===== src/rtl/fft_frame_loader.sv =====
// Frame loader between the ADC async FIFO read side and the FFT stream input.
// Define FFT_LOADER_SIGNED_CONV_EN to convert offset-binary samples to two's complement.
module fft_frame_loader #(
  parameter int DATA_WIDTH = 16,
  parameter int OUT_WIDTH  = 16,
  parameter int FRAME_LEN  = 8192,
  parameter int BUF_DEPTH  = 4
) (
  input  logic                  clk,
  input  logic                  rst_n,
  input  logic                  enable,
  input  logic                  clr_status,
  output logic                  fifo_rd_en,
  input  logic [DATA_WIDTH-1:0] fifo_rd_data,
  input  logic                  fifo_empty,
  input  logic [13:0]           fifo_rd_water_level,
  output logic [OUT_WIDTH-1:0]  m_tdata,
  output logic                  m_tvalid,
  input  logic                  m_tready,
  output logic                  m_tlast,
  output logic                  busy,
  output logic                  frame_done,
  output logic [15:0]           frame_count,
  output logic                  underrun
);

  localparam int CW = $clog2(FRAME_LEN + 1);
  localparam int PW = $clog2(BUF_DEPTH);
  localparam int OW = PW + 1;
  localparam logic [CW-1:0] FL    = CW'(FRAME_LEN);
  localparam logic [CW-1:0] FL_M1 = CW'(FRAME_LEN - 1);

  typedef enum logic [1:0] {S_IDLE, S_ARM, S_BURST, S_FLUSH} state_t;

  state_t               state_q, state_d;
  logic [CW-1:0]        issued_q, issued_d, sent_q, sent_d;
  logic                 inflight_q;
  logic [OUT_WIDTH-1:0] mem_q [BUF_DEPTH];
  logic [PW-1:0]        wr_ptr_q, rd_ptr_q;
  logic [OW-1:0]        occ_q, occ_d;
  logic                 frame_done_q, underrun_q;
  logic [15:0]          frame_count_q;

  logic [10:0]          sample;
  logic [OUT_WIDTH-1:0] sample_ext;
  logic [OW:0]          occ_plus;
  logic                 room, level_ok, pop, last_acc;
  logic                 unused_rd_bits;

  assign sample         = fifo_rd_data[10:0];
  assign unused_rd_bits = ^fifo_rd_data;

`ifdef FFT_LOADER_SIGNED_CONV_EN
  assign sample_ext = OUT_WIDTH'($signed({~sample[10], sample[9:0]}));
`else
  assign sample_ext = OUT_WIDTH'(sample);
`endif

  // Reads still in flight count against buffer space so a capture never overflows.
  assign occ_plus   = {1'b0, occ_q} + {{OW{1'b0}}, inflight_q};
  assign room       = occ_plus < (OW+1)'(BUF_DEPTH);
  assign level_ok   = {18'd0, fifo_rd_water_level} >= 32'(FRAME_LEN);
  assign fifo_rd_en = (state_q == S_BURST) && !fifo_empty && (issued_q < FL) && room;

  assign m_tvalid    = occ_q != '0;
  assign m_tdata     = mem_q[rd_ptr_q];
  assign m_tlast     = m_tvalid && (sent_q == FL_M1);
  assign pop         = m_tvalid && m_tready;
  assign last_acc    = pop && m_tlast;
  assign busy        = state_q != S_IDLE;
  assign frame_done  = frame_done_q;
  assign frame_count = frame_count_q;
  assign underrun    = underrun_q;

  always_comb begin
    state_d  = state_q;
    issued_d = issued_q;
    sent_d   = sent_q;
    occ_d    = occ_q;
    if (fifo_rd_en) issued_d = issued_q + 1'b1;
    if (pop)        sent_d   = sent_q + 1'b1;
    if (last_acc) begin
      issued_d = '0;
      sent_d   = '0;
    end
    case ({inflight_q, pop})
      2'b10:   occ_d = occ_q + 1'b1;
      2'b01:   occ_d = occ_q - 1'b1;
      default: occ_d = occ_q;
    endcase
    case (state_q)
      S_IDLE:  if (enable) state_d = S_ARM;
      S_ARM: begin
        if (!enable)       state_d = S_IDLE;
        else if (level_ok) state_d = S_BURST;
      end
      S_BURST: if (issued_d == FL) state_d = S_FLUSH;
      S_FLUSH: if (last_acc) state_d = enable ? S_ARM : S_IDLE;
      default: state_d = S_IDLE;
    endcase
  end

  always_ff @(posedge clk or negedge rst_n) begin
    if (!rst_n) begin
      state_q       <= S_IDLE;
      issued_q      <= '0;
      sent_q        <= '0;
      inflight_q    <= 1'b0;
      occ_q         <= '0;
      wr_ptr_q      <= '0;
      rd_ptr_q      <= '0;
      frame_done_q  <= 1'b0;
      frame_count_q <= '0;
      underrun_q    <= 1'b0;
      for (int unsigned i = 0; i < BUF_DEPTH; i++) mem_q[i] <= '0;
    end else begin
      state_q      <= state_d;
      issued_q     <= issued_d;
      sent_q       <= sent_d;
      occ_q        <= occ_d;
      inflight_q   <= fifo_rd_en;
      frame_done_q <= last_acc;
      if (inflight_q) begin
        mem_q[wr_ptr_q] <= sample_ext;
        wr_ptr_q        <= wr_ptr_q + 1'b1;
      end
      if (pop) rd_ptr_q <= rd_ptr_q + 1'b1;
      if (clr_status)    frame_count_q <= '0;
      else if (last_acc) frame_count_q <= frame_count_q + 16'd1;
      if (clr_status)
        underrun_q <= 1'b0;
      else if ((state_q == S_BURST) && (issued_q < FL) && fifo_empty)
        underrun_q <= 1'b1;
    end
  end

endmodule


===== config.mk =====
export PLATFORM = sky130hd
export DESIGN_NAME = fft_frame_loader
export DESIGN_NICKNAME = d
export VERILOG_FILES = /design/src/rtl/fft_frame_loader.sv
export SDC_FILE = /design/constraint.sdc
export NUM_CORES = 1
export LEC_CHECK = 0
export BUFFER_PORTS_ARGS = -buffer_cell sky130_fd_sc_hd__buf_2
export CORE_MARGIN = 3
export CORE_UTILIZATION = 60
export DETAILED_ROUTE_END_ITERATION = 10
export PLACE_DENSITY = 0.93
export SYNTH_ARGS = -nofsm -noshare
export SYNTH_HDL_FRONTEND = slang
export SYNTH_SLANG_ARGS = --single-unit

===== constraint.sdc =====
create_clock -name clk -period 5.9 [get_ports clk]
set_input_delay 1.18 -clock clk [delete_from_list [all_inputs] [get_ports clk]]
set_output_delay 1.18 -clock clk [all_outputs]
set_load 0.01 [all_outputs]

Word-level counts from Yosys, hierarchy flattened
Index checks and enable logic that the tools add are counted.
{"block": "totals", "in_bits": 36, "ff_bits": 120, "output_inout_bits": 38, "elab_cells": 81}
{"block": "classes", "n_reduce_logical": 18, "magnitude_cmp": 6, "n_eq_ne": 11, "addsub": 8, "n_mux": 22, "n_bitwise": 2}
{"cell": "16-bit 2-to-1 mux", "count": 5}
{"cell": "64-bit bitwise mux", "count": 1}
{"cell": "14-bit 2-to-1 mux", "count": 4}
{"cell": "16-bit binary-select mux with 2-bit select", "count": 1}
{"cell": "16-bit demux with 2-bit select", "count": 1}
{"cell": "14-bit by 1-bit adder with 14-bit output, second input constant", "count": 2}
{"cell": "16-bit by 1-bit adder with 16-bit output, second input constant", "count": 1}
{"cell": "14-bit by 13-bit == test with 1-bit output, second input constant", "count": 1}
{"cell": "14-bit == test, second input constant", "count": 1}
{"cell": "14-bit greater-or-equal comparator, second input constant", "count": 1}
{"cell": "14-bit less-than comparator, second input constant", "count": 1}
{"cell": "2-bit 2-to-1 mux", "count": 5}
{"cell": "2-bit nonzero test", "count": 5}
{"cell": "1-bit logical AND", "count": 9}
{"cell": "2-bit one-hot mux with 4 select lines", "count": 1}
{"cell": "2-bit == test, second input constant", "count": 3}
{"cell": "3-bit greater-or-equal comparator, second input constant", "count": 2}
{"cell": "2-bit NOT with 3-bit output", "count": 2}
{"cell": "3-bit one-hot mux with 2 select lines", "count": 1}
{"cell": "2-bit by 1-bit adder with 2-bit output, second input constant", "count": 2}
{"cell": "3-bit by 1-bit adder with 4-bit output", "count": 1}
{"cell": "2-bit by 1-bit == test with 1-bit output, second input constant", "count": 2}
{"cell": "4-bit by 3-bit less-than comparator with 1-bit output, second input constant", "count": 1}
{"cell": "2-bit != test, second input constant", "count": 2}
{"cell": "10 further kinds", "count": 12}

Longest topological paths before layout
Gate-level depths: netlist of the first run.
{"block": "logic_depth", "word_depth": 9, "ltp_mapped": 8, "ltp_nobuf": 8}

Least setup slack after synthesis of the first run
No wires, ideal clock.
{"block": "synth_path", "path_type": "input port to output port", "from": "in fifo_empty", "to": "out fifo_rd_en", "slack_ns": 2.810, "cell_stages": 3, "arrival_ns": 1.910, "required_time_ns": 4.720, "n_path_buf": 1, "cell_sequence": "a311o_1 > buf_2 > nor2_2"}
{"block": "synth_between", "elab_chain_len": 4}
{"item": "start, declared", "line_no": "15", "rtl": "input logic fifo_empty,"}
{"item": "1-bit logical NOT", "line_no": "63", "rtl": "assign fifo_rd_en = (state_q == S_BURST) && !fifo_empty && (issued_q < FL) && room;"}
{"item": "1-bit logical AND (3 in a row)", "line_no": "63"}
{"item": "end, declared", "line_no": "13", "rtl": "output logic fifo_rd_en,"}
Every way passes these cells.

Final worst setup path of the first run
Ends and elaborated chain as after synthesis.

==> summary.txt, run 1 <==
Critical path
  – FF-to-FF path depth: 7
  – CP Launch Type: input pin
  – Cell repeated most along the worst path: buf_2
  – Critical Path Max Stage Delay: 0.43 ns
  – Worst R2R End: state_q[0]
  – WS Path Type: in -> out
  – Worst-path maximum fanout: 9
  – Worst r2r src: sent_q[0]
  – CP endpoint: fifo_rd_en
  – Critical Path RT: 4.72 ns
  – CP max stage cell: a311o_1
  – Critical-path cell list: buf_2, a311o_1, nor2_2, buf_2
  – Crit. End Element: output port
  – Critical Path Source: fifo_empty
  – Worst endpoint data arrival time: 2.29 ns
  – Reg-to-reg slack, setup: 3.10 ns

Finish
  – Layout area overhead: 10.32%
  – Filler cell count: 545
  – Most common cell after layout, fill and taps aside: dfrtp_1
  – Layout cells sized above 1: 28.82%
  – Ant diodes: 0
  – Nets@finish: 498
  – Commonest cells after routing, fill and taps aside: 100 x dfrtp_1, 49 x buf_2, 45 x mux2_2

Detailed routing
  – Routed len/inst: 16.50 um
  – Via count: 3264
  – DRT iter0 DRCs: 145
  – DR DRC count: 0
  – First-pass detailed-route iteration total: 4
  – Total routed wirelength: 9192 um
  – Vias per std cell: 5.860
  – Antenna viol nets, final: 0

GRT
  – Total global-route track usage: 21.92%
  – Grt total ovfl: 0
  – Largest net degree at the start of global routing: 58
  – Initial antenna violation count: 0
  – Vias in the first global route: 3303
  – Global-route wire length before repair: 15590 um

Floorplanning
  – Starting density of the core: 63.82%
  – Die width: 95.46 um
  – Die H: 95.46 um
  – IO Pins: 74
  – Placeable Area: 7525 um2
  – Area of the die: 9113 um2
  – Placement Rows: 31

Power and ir drop
  – P_leak: 0.002361 uW
  – PwrDens: 296.4 nW/um2
  – VDD IR-drop max: 0.1976 mV

Clock tree
  – TritonCTS Buffers: 9
  – Sink Count: 100
  – CTS H-Tree Depth: 3
  – # hold bufs at CTS: 0
  – Post-CTS sizing: 0
  – Worst skew pair latency: 0.36 ns
  – Post-CTS Setup Repair Bufs: 0
  – CTS clk-pin slew, worst paths: 0.10 ns
  – CTS tree: done
  – Clk root buf: clkbuf_8
  – Clock Path Buffers: 2

Worst hold path
  – Min-delay worst type: reg -> reg

Logic synthesis
  – Synth Register Bits: 100
  – Area share of and/or/nand/nor cells after synthesis: 13.34%
  – Mux contribution to synthesized area: 16.34%
  – Post-Syn Area: 4802 um2
  – Post-Synth XOR/XNOR Area: 7.113%
  – Async set or reset register ratio after synthesis: 100.0%
  – Seq/Total Area, Yosys: 52.11%
  – Post-synthesis adder-cell area fraction: 2.501%
  – Synth Flop Type: dfrtp_1
  – Complex-gate fraction of the synthesized area: 5.159%
  – Synth Warn #: 0
  – Post-synth EDFFs: 0
  – Mapped Cells: 407
  – Synth cell types: 51
  – Largest family of logic cells by synthesized area: multiplexers
  – Synth Area per Inst: 11.80 um2

STA
  – Tightest Pin Transition: 0.8505 ns
  – Max_slew headroom: 43.09%
  – Fin. max-slew vios: 0
  – RSZ-0062 raised after global routing: no
  – Clock Skews: 0.01400 ns
  – Hold_ws: 0.4969 ns
  – Min cycle time layout: 3.474 ns
  – Setup violations, final: 0
  – Final Hold Fails: 0
  – Period utilisation layout: 58.87%
  – Setup_tns: 0 ns
  – Max Fclk: 0.2879 GHz

Outcome
  – Outcome: finished clean

Job
  – Maxcap violations: 0

Placement
  – Port buffer count: 50
  – GP Congestion: 0.8396
  – Half-perimeter wire length after placement: 6536 um
==> Yosys cell counts, types with 3 or more instances <==
| library cell | count | share of area, % |
|---|---|---|
| a21oi_1 | 10 | 1.0 |
| and2_1 | 3 | 0.39 |
| and4_1 | 3 | 0.55 |
| buf_1 | 4 | 0.31 |
| buf_2 | 3 | 0.31 |
| buf_4 | 5 | 0.78 |
| clkbuf_1 | 9 | 0.70 |
| dfrtp_1 | 100 | 52 |
| ha_1 | 8 | 2.1 |
| inv_1 | 16 | 1.3 |
| mux2_2 | 45 | 11 |
| mux2i_1 | 3 | 0.63 |
| mux4_2 | 11 | 5.2 |
| nand2_1 | 22 | 1.7 |
| nand3_1 | 14 | 1.5 |
| nand4_1 | 13 | 1.7 |
| nor2_1 | 38 | 3.0 |
| nor3_1 | 6 | 0.63 |
| o21ai_0 | 11 | 1.1 |
| or2_2 | 3 | 0.39 |
| or3_1 | 6 | 0.78 |
| xnor2_1 | 20 | 3.6 |
| xor2_1 | 19 | 3.5 |
==> cell type report <==
class	count	area [um2]	share of cell area, %
flip-flops and latches	100	2502	47.24
clock buffers	10	137.6	2.598
repair buffers	52	267.8	5.054
well taps	99	123.9	2.338
clock inverters	6	52.55	0.9920
inverters	16	60.06	1.134
multi-input cells	274	2153	40.65
==> through the flow <==
step / total power, uW / instance area [um2] / utilization [%] / setup WS [ns] / std cells
finish: 1570 / 5298 / 70.40 / 2.426 / 557
global route: 1657 / 5298 / 70.40 / 2.325 / 557
CTS: 1590 / 5298 / 70.40 / 2.427 / 557
detailed placement: 1166 / 5107 / 67.88 / 2.423 / 541
global placement: 1144 / 5107 / 67.88 / 2.434 / 541
floorplan: 1054 / 4817 / - / 2.810 / 411
==> sequential cells by signal, summed over array words and instances (netlist names), named ones only <==
register,flops
mem_q,44
frame_count,16
issued_q,14
sent_q,14
occ_q,3
rd_ptr_q,2
wr_ptr_q,2
frame_done,1
inflight_q,1
state_q,1
underrun,1
==> cell families after synthesis <==
family                   count (synthesis)
AND/OR/NAND/NOR                        124
flip-flops                             100
multiplexers                            59
XOR/XNOR                                39
AO/OA/AOI/OAI                           38
buffers and inverters                   37
adder cells (fa/ha/maj)                  9
other                                    1
==> worst min-delay path by stage <==
stage                    from        end  slack (ns)  cells past startpoint
floorplan           sent_q[6]  sent_q[6]        0.44                      1
global placement    sent_q[6]  sent_q[6]        0.47                      1
detailed placement  sent_q[6]  sent_q[6]        0.48                      1
CTS                 sent_q[6]  sent_q[6]        0.50                      1
global route        sent_q[6]  sent_q[6]        0.51                      1
finish              sent_q[6]  sent_q[6]        0.50                      1
==> where the power goes <==
group	switching [uW]	internal (uW)
logic	140	173
registers	95.0	744
clock network	246	172
==> critical path: cells and delay by family <==
| family | cells | cell delay (ns) |
|---|---|---|
| compound gates | 1 | 0.43 |
| simple gates | 1 | 0.35 |
| buf+inv | 2 | 0.34 |
==> per-layer routing <==
metal  up-vias  track usage (%)  wire [um]
met3        10            5.604        482
met5         -                0          0
met2        97            38.25       4723
li1       1518                -          -
met4         0            4.858         66
met1      1639            27.59       3919
Power figures use the tool's default switching activity.
==> inputs of run 2 (changes only) <==
Settings changed: CORE_UTILIZATION 60 to 57, PLACE_DENSITY 0.93 to 0.89.
Clock period 5.9 ns to 3.25 ns, I/O delays scaled along.
==> summary.txt, run 2 (synthesis gave the netlist of run 1 again) <==
Finish
  – Filler cell count: 589 (+8.1%)
  – Reg area: 2502 um2 (unchanged)
  – Layout area overhead: 11.41%
  – Layout cells sized above 1: 28.91% (+0.092 points)
  – Ant diodes: 0 (unchanged)
  – Fin util: 67.15% (-3.3 points)
  – Area of the multi-input gates: 2153 um2 (unchanged)
  – Biggest register: mem_q
  – Nets@finish: 500 (+0.40%)
  – Most common cell after layout, fill and taps aside: dfrtp_1
  – Max reg flops: 44 (unchanged)
  – Commonest cells after routing, fill and taps aside: 100 x dfrtp_1, 49 x buf_2, 45 x mux2_2
  – Non-Filler Instances: 562 (+0.90%)

Job
  – Maxcap violations: 0 (unchanged)

Critical path
  – Crit. End Element: output port
  – FF-to-FF path depth: 6 (-1)
  – Critical Path RT: 2.60 ns (-2.12 ns)
  – Worst-path maximum fanout: 7 (-2)
  – WS Path Type: reg -> out
  – Critical-path cell list: and4_1, nand3b_1, nor4b_1, buf_2
  – Worst endpoint data arrival time: 2.19 ns (-0.10 ns)
  – Critical Path Max Stage Delay: 0.60 ns (+0.17 ns)
  – CP Launch Type: flop
  – CP max stage cell: nor4b_1
  – Critical Path Source: sent_q[8]
  – Worst r2r src: sent_q[0]

Clock tree
  – Worst skew pair latency: 0.36 ns (about the same)
  – Post-CTS Setup Repair Bufs: 0 (unchanged)
  – Clk root buf: clkbuf_8
  – Sink Count: 100 (unchanged)
  – # hold bufs at CTS: 0 (unchanged)
  – Post-CTS sizing: 0 (unchanged)
  – CTS tree: done
  – CTS clk-pin slew, worst paths: 0.10 ns (about the same)
  – CTS H-Tree Depth: 3 (unchanged)
  – Clock Path Buffers: 2 (unchanged)
  – TritonCTS Buffers: 9 (unchanged)

Detailed routing
  – Vias per std cell: 5.714 (-2.5%)
  – Met3 wire length: 436 um (-9.5%)
  – Post-Route M1 WL: 3856 um (-1.6%)
  – DRT iter0 DRCs: 149 (+2.8%)
  – DR DRC count: 0 (unchanged)
  – Met2 routed WL: 4697 um (-0.55%)
  – Top Metal Used: met4
  – Via count: 3211 (-1.6%)
  – Routed len/inst: 16.12 um (-2.3%)
  – First-pass detailed-route iteration total: 4 (unchanged)
  – Antenna viol nets, final: 0 (unchanged)
  – Total routed wirelength: 9057 um (-1.5%)

Power and ir drop
  – Psw: 844.1 uW (+75%)
  – VDD IR-drop max: 0.3246 mV (+64%)
  – Sequential group share of total power: 51.6% (-1.8 points)
  – Combinational Power Share: 18.9% (-1.0 points)
  – P_leak: 0.002389 uW (+1.2%)
  – Sw Share: 28.62% (-2.0 points)
  – P_int: 2105 uW (+93%)
  – PwrDens: 551.1 nW/um2 (+86%)
  – Clk pwr share: 29.4% (+2.7 points)

STA
  – Tightest Pin Transition: 1.081 ns (+0.2302 ns)
  – Max_slew headroom: 27.95% (-15 points)
  – Period utilisation layout: 87.38%
  – Fin. max-slew vios: 0 (unchanged)
  – Hold_ws: 0.4510 ns (-0.04582 ns)
  – RSZ-0062 raised after global routing: no
  – Setup violations, final: 0 (unchanged)
  – Clock Skews: 0.01022 ns (-0.003779 ns)
  – Min cycle time layout: 2.840 ns
  – Max Fclk: 0.3521 GHz
  – Final Hold Fails: 0 (unchanged)
  – Setup_tns: 0 ns (unchanged)

Placement
  – Half-perimeter wire length after placement: 6385 um (-2.3%)
  – GP Congestion: 0.8589 (+2.3%)
  – Cells after DPL: 546 (+0.92%)
  – Port buffer count: 50 (unchanged)

Floorplanning
  – Die width: 97.79 um (+2.4%)
  – Placeable Area: 7968 um2 (+5.9%)
  – Placement Rows: 32 (+3.2%)
  – IO Pins: 74 (unchanged)
  – Die H: 97.79 um (+2.4%)
  – Starting density of the core: 60.27% (-3.5 points)
  – Area of the die: 9562 um2 (+4.9%)

GRT
  – Total global-route track usage: 19.84% (-2.1 points)
  – Grt total ovfl: 0 (unchanged)
  – Initial antenna violation count: 0 (unchanged)
  – Largest net degree at the start of global routing: 89 (+53%)
  – Global-route wire length before repair: 15550 um (-0.27%)
  – Vias in the first global route: 3314 (+0.33%)

Worst hold path
  – Min-delay worst type: in -> async

Outcome
  – Outcome: finished clean
## run 2: cell types whose count changed in the layout (fill, tap and decap cells not counted), sizes merged
cell and delta:
clkinv +1, bufinv +2, buf +2, clkinvlp -1
inv -2
## run 2: critical path: cells and delay by family (launching register included)
kind	cells	cell delay, ns
and+or+nand+nor	3	1.16
buffers and inverters	1	0.24
DFF	1	0.43
## run 2: power groups by stage
stage          clock network, uW  registers [uW]  logic (uW)
6_report                     868            1520         559
5_1_grt                      942            1550         617
4_1_cts                      895            1520         567
3_5_place_dp                   0            1550         565
3_3_place_gp                   0            1530         542
2_1_floorplan                  0            1460         456
## run 2: final cells by class
type                    instances  share of cell area, %
clock inverters                 6                  1.801
multi-input cells             274                  40.25
flip-flops and latches        100                  46.77
clock buffers                  10                  2.385
inverters                      16                  1.123
repair buffers                 54                  5.285
well taps                     102                  2.385
## run 2: worst paths after layout
| path | endpoint | slack (ns) |
|---|---|---|
| max | m_tlast | 0.41 |
| min | mem_q[49] | 0.45 |
| max reg2reg | frame_count[6] | 0.69 |
| min reg2reg | sent_q[6] | 0.50 |
| max in group asynchronous | frame_count[2] | 1.95 |
| min in group clk | sent_q[6] | 0.50 |
## run 2: routing by layer
layer | up-vias | GRT usage, %
li1 | 1514 | -
met3 | 8 | 4.143
met2 | 85 | 34.84
met1 | 1604 | 25.32
met4 | 0 | 4.899
met5 | - | 0
## run 2: metrics by stage
stage	total power [uW]	instance area, um2	setup slack, ns
final	2949	5350	0.4101
after floorplan	1914	4817	0.8908
after global placement	2075	5126	0.6486
after CTS	2986	5350	0.3374
after detailed placement	2113	5126	0.6016
after global routing	3107	5350	0.2065
==> inputs of run 3 (changes only) <==
Settings changed: CORE_UTILIZATION 57 to 30, PLACE_DENSITY 0.89 to 0.57.
==> summary.txt, run 3 (synthesis gave the netlist of run 1 again) <==
Critical path
  – WS Path Type: reg -> out
  – Worst r2r src: sent_q[0]
  – FF-to-FF path depth: 7 (+1)
  – Critical-path cell list: and4_1, nand3b_1, nor4b_1, buf_2
  – CP max stage cell: nor4b_1
  – Critical Path Max Stage Delay: 0.50 ns (-0.10 ns)
  – Worst-path maximum fanout: 7 (unchanged)
  – Crit. End Element: output port
  – Critical Path RT: 2.60 ns (about the same)
  – Worst R2R End: state_q[0]
  – Reg-to-reg slack, setup: 0.76 ns (+0.07 ns)
  – Worst endpoint data arrival time: 2.02 ns (-0.17 ns)
  – CP Launch Type: flop

STA
  – PnR worst setup slack: 0.5788 ns (+0.1687 ns)
  – Tightest Pin Transition: 0.7944 ns (-0.2863 ns)
  – Clock Skews: 0.008689 ns (-0.001529 ns)
  – Max_slew headroom: 47.04% (+19 points)
  – Setup violations, final: 0 (unchanged)
  – Setup_tns: 0 ns (unchanged)
  – Min cycle time layout: 2.671 ns (-0.1687 ns)
  – Max Fclk: 0.3744 GHz (+6.3%)
  – Fin. max-slew vios: 0 (unchanged)
  – Final Hold Fails: 0 (unchanged)
  – RSZ-0062 raised after global routing: no
  – Period utilisation layout: 82.19% (-5.2 points)

Finish
  – Commonest cells after routing, fill and taps aside: 100 x dfrtp_1, 49 x buf_2, 45 x mux2_2
  – Layout area overhead: 16.23%
  – Ant diodes: 0 (unchanged)
  – Biggest register: mem_q
  – Max reg flops: 44 (unchanged)
  – Most common cell after layout, fill and taps aside: dfrtp_1
  – Layout cells sized above 1: 29.59% (+0.68 points)
  – Non-Filler Instances: 674 (+20%)
  – Nets@finish: 503 (+0.60%)

Clock tree
  – Post-CTS Setup Repair Bufs: 0 (unchanged)
  – Sink Count: 100 (unchanged)
  – TritonCTS Buffers: 9 (unchanged)
  – Clock Path Buffers: 2 (unchanged)
  – CTS clk-pin slew, worst paths: 0.07 ns (-0.03 ns)
  – # hold bufs at CTS: 0 (unchanged)
  – CTS H-Tree Depth: 3 (unchanged)
  – Post-CTS sizing: 0 (unchanged)
  – Clk root buf: clkbuf_16
  – CTS tree: done
  – Worst skew pair latency: 0.35 ns (about the same)

Power and ir drop
  – Psw: 928.3 uW (+10%)
  – P_int: 2204 uW (+4.7%)
  – P_leak: 0.002432 uW (+1.8%)
  – Sw Share: 29.63% (+1.0 points)
  – PwrDens: 561.2 nW/um2 (+1.8%)
  – Sequential group share of total power: 48.7% (-2.9 points)
  – Combinational Power Share: 18.5% (-0.4 points)
  – VDD IR-drop max: 0.2864 mV (-12%)
  – Clk pwr share: 32.8% (+3.4 points)

Detailed routing
  – First-pass detailed-route iteration total: 4 (unchanged)
  – Top Metal Used: met4
  – Met2 routed WL: 4670 um (-0.57%)
  – Via count: 3261 (+1.6%)
  – Vias per std cell: 4.838 (-15%)
  – Routed len/inst: 14.86 um (-7.8%)
  – Total routed wirelength: 10020 um (+11%)
  – Met3 wire length: 534 um (+22%)
  – Antenna viol nets, final: 0 (unchanged)
  – Post-Route M1 WL: 4733 um (+23%)
  – DR DRC count: 0 (unchanged)
  – DRT iter0 DRCs: 146 (-2.0%)

Job
  – Maxcap violations: 0 (unchanged)

Worst hold path
  – Min-delay worst type: in -> async

GRT
  – Total global-route track usage: 11.84% (-8.0 points)
  – Largest net degree at the start of global routing: 48 (-46%)
  – Initial antenna violation count: 0 (unchanged)
  – Global-route wire length before repair: 17050 um (+9.7%)
  – Grt total ovfl: 0 (unchanged)
  – Vias in the first global route: 3382 (+2.1%)

Placement
  – Cells after DPL: 658 (+21%)
  – Half-perimeter wire length after placement: 6874 um (+7.7%)
  – Port buffer count: 50 (unchanged)
  – GP Congestion: 0.8086 (-5.9%)
  – Pre-CTS setup slack: 0.5650 ns (-0.03659 ns)

Floorplanning
  – Placeable Area: 15430 um2 (+94%)
  – Die width: 132.5 um (+36%)
  – IO Pins: 74 (unchanged)
  – Starting density of the core: 31.13% (-29 points)
  – Placement Rows: 45 (+41%)
  – Die H: 132.5 um (+36%)
  – Area of the die: 17560 um2 (+84%)

Outcome
  – Outcome: finished clean
[run 3: cell types whose count changed in the layout (fill, tap and decap cells not counted), moves of 2 or more]
cell | before | now
clkbuf_16 | 0 | 9
clkbuf_8 | 9 | 0
buf_4 | 5 | 7
bufinv_16 | 2 | 0
inv_6 | 1 | 3
[run 3: metal layers]
metal,vias up,GRT usage [%]
met5,-,0
met4,0,2.829
met3,9,3.574
met2,87,19.14
met1,1633,15.69
li1,1532,-
[run 3: power groups by stage]
stage | Combinational (uW) | Clock (uW) | Sequential, uW
floorplan | 456 | 0 | 1460
CTS | 591 | 1060 | 1530
finish | 580 | 1030 | 1530
detailed placement | 589 | 0 | 1560
global placement | 575 | 0 | 1550
global route | 645 | 1110 | 1550
[run 3: critical path: cells and delay by family (launching register included)]
family	cells	cell delay (ns)
buffers and inverters	1	0.23
DFF	1	0.41
and+or+nand+nor	3	1.03
[run 3: cell type report]
type	instances	area, um2
multi-input combinational	274	2153
inverter	16	60.06
tap	211	264.0
clock inverter	7	58.81
sequential	100	2502
clock buffer	9	225.2
fill	1561	9846
timing repair buffer	57	317.8
[run 3: stage by stage]
stage               total power (uW)  util (%)  hold slack [ns]  area, um2
floorplan                       1914         -           0.3544       4817
global placement                2121     34.34           0.4670       5298
detailed placement              2144     34.34           0.4599       5298
CTS                             3186     36.18           0.3336       5582
global route                    3313     36.18           0.3540       5582
finish                          3133     36.18           0.3083       5582
[run 3: how the worst max path moves through the flow]
stage / from / slack, ns / depth (start not counted) / endpoint
floorplan: m_tready / 0.89 / 6 / frame_count[6]
global placement: m_tready / 0.58 / 7 / frame_count[12]
detailed placement: m_tready / 0.57 / 7 / frame_count[12]
CTS: rd_ptr_q[0] / 0.53 / 2 / m_tdata[0]
global route: sent_q[8] / 0.39 / 4 / m_tlast
finish: sent_q[8] / 0.58 / 4 / m_tlast
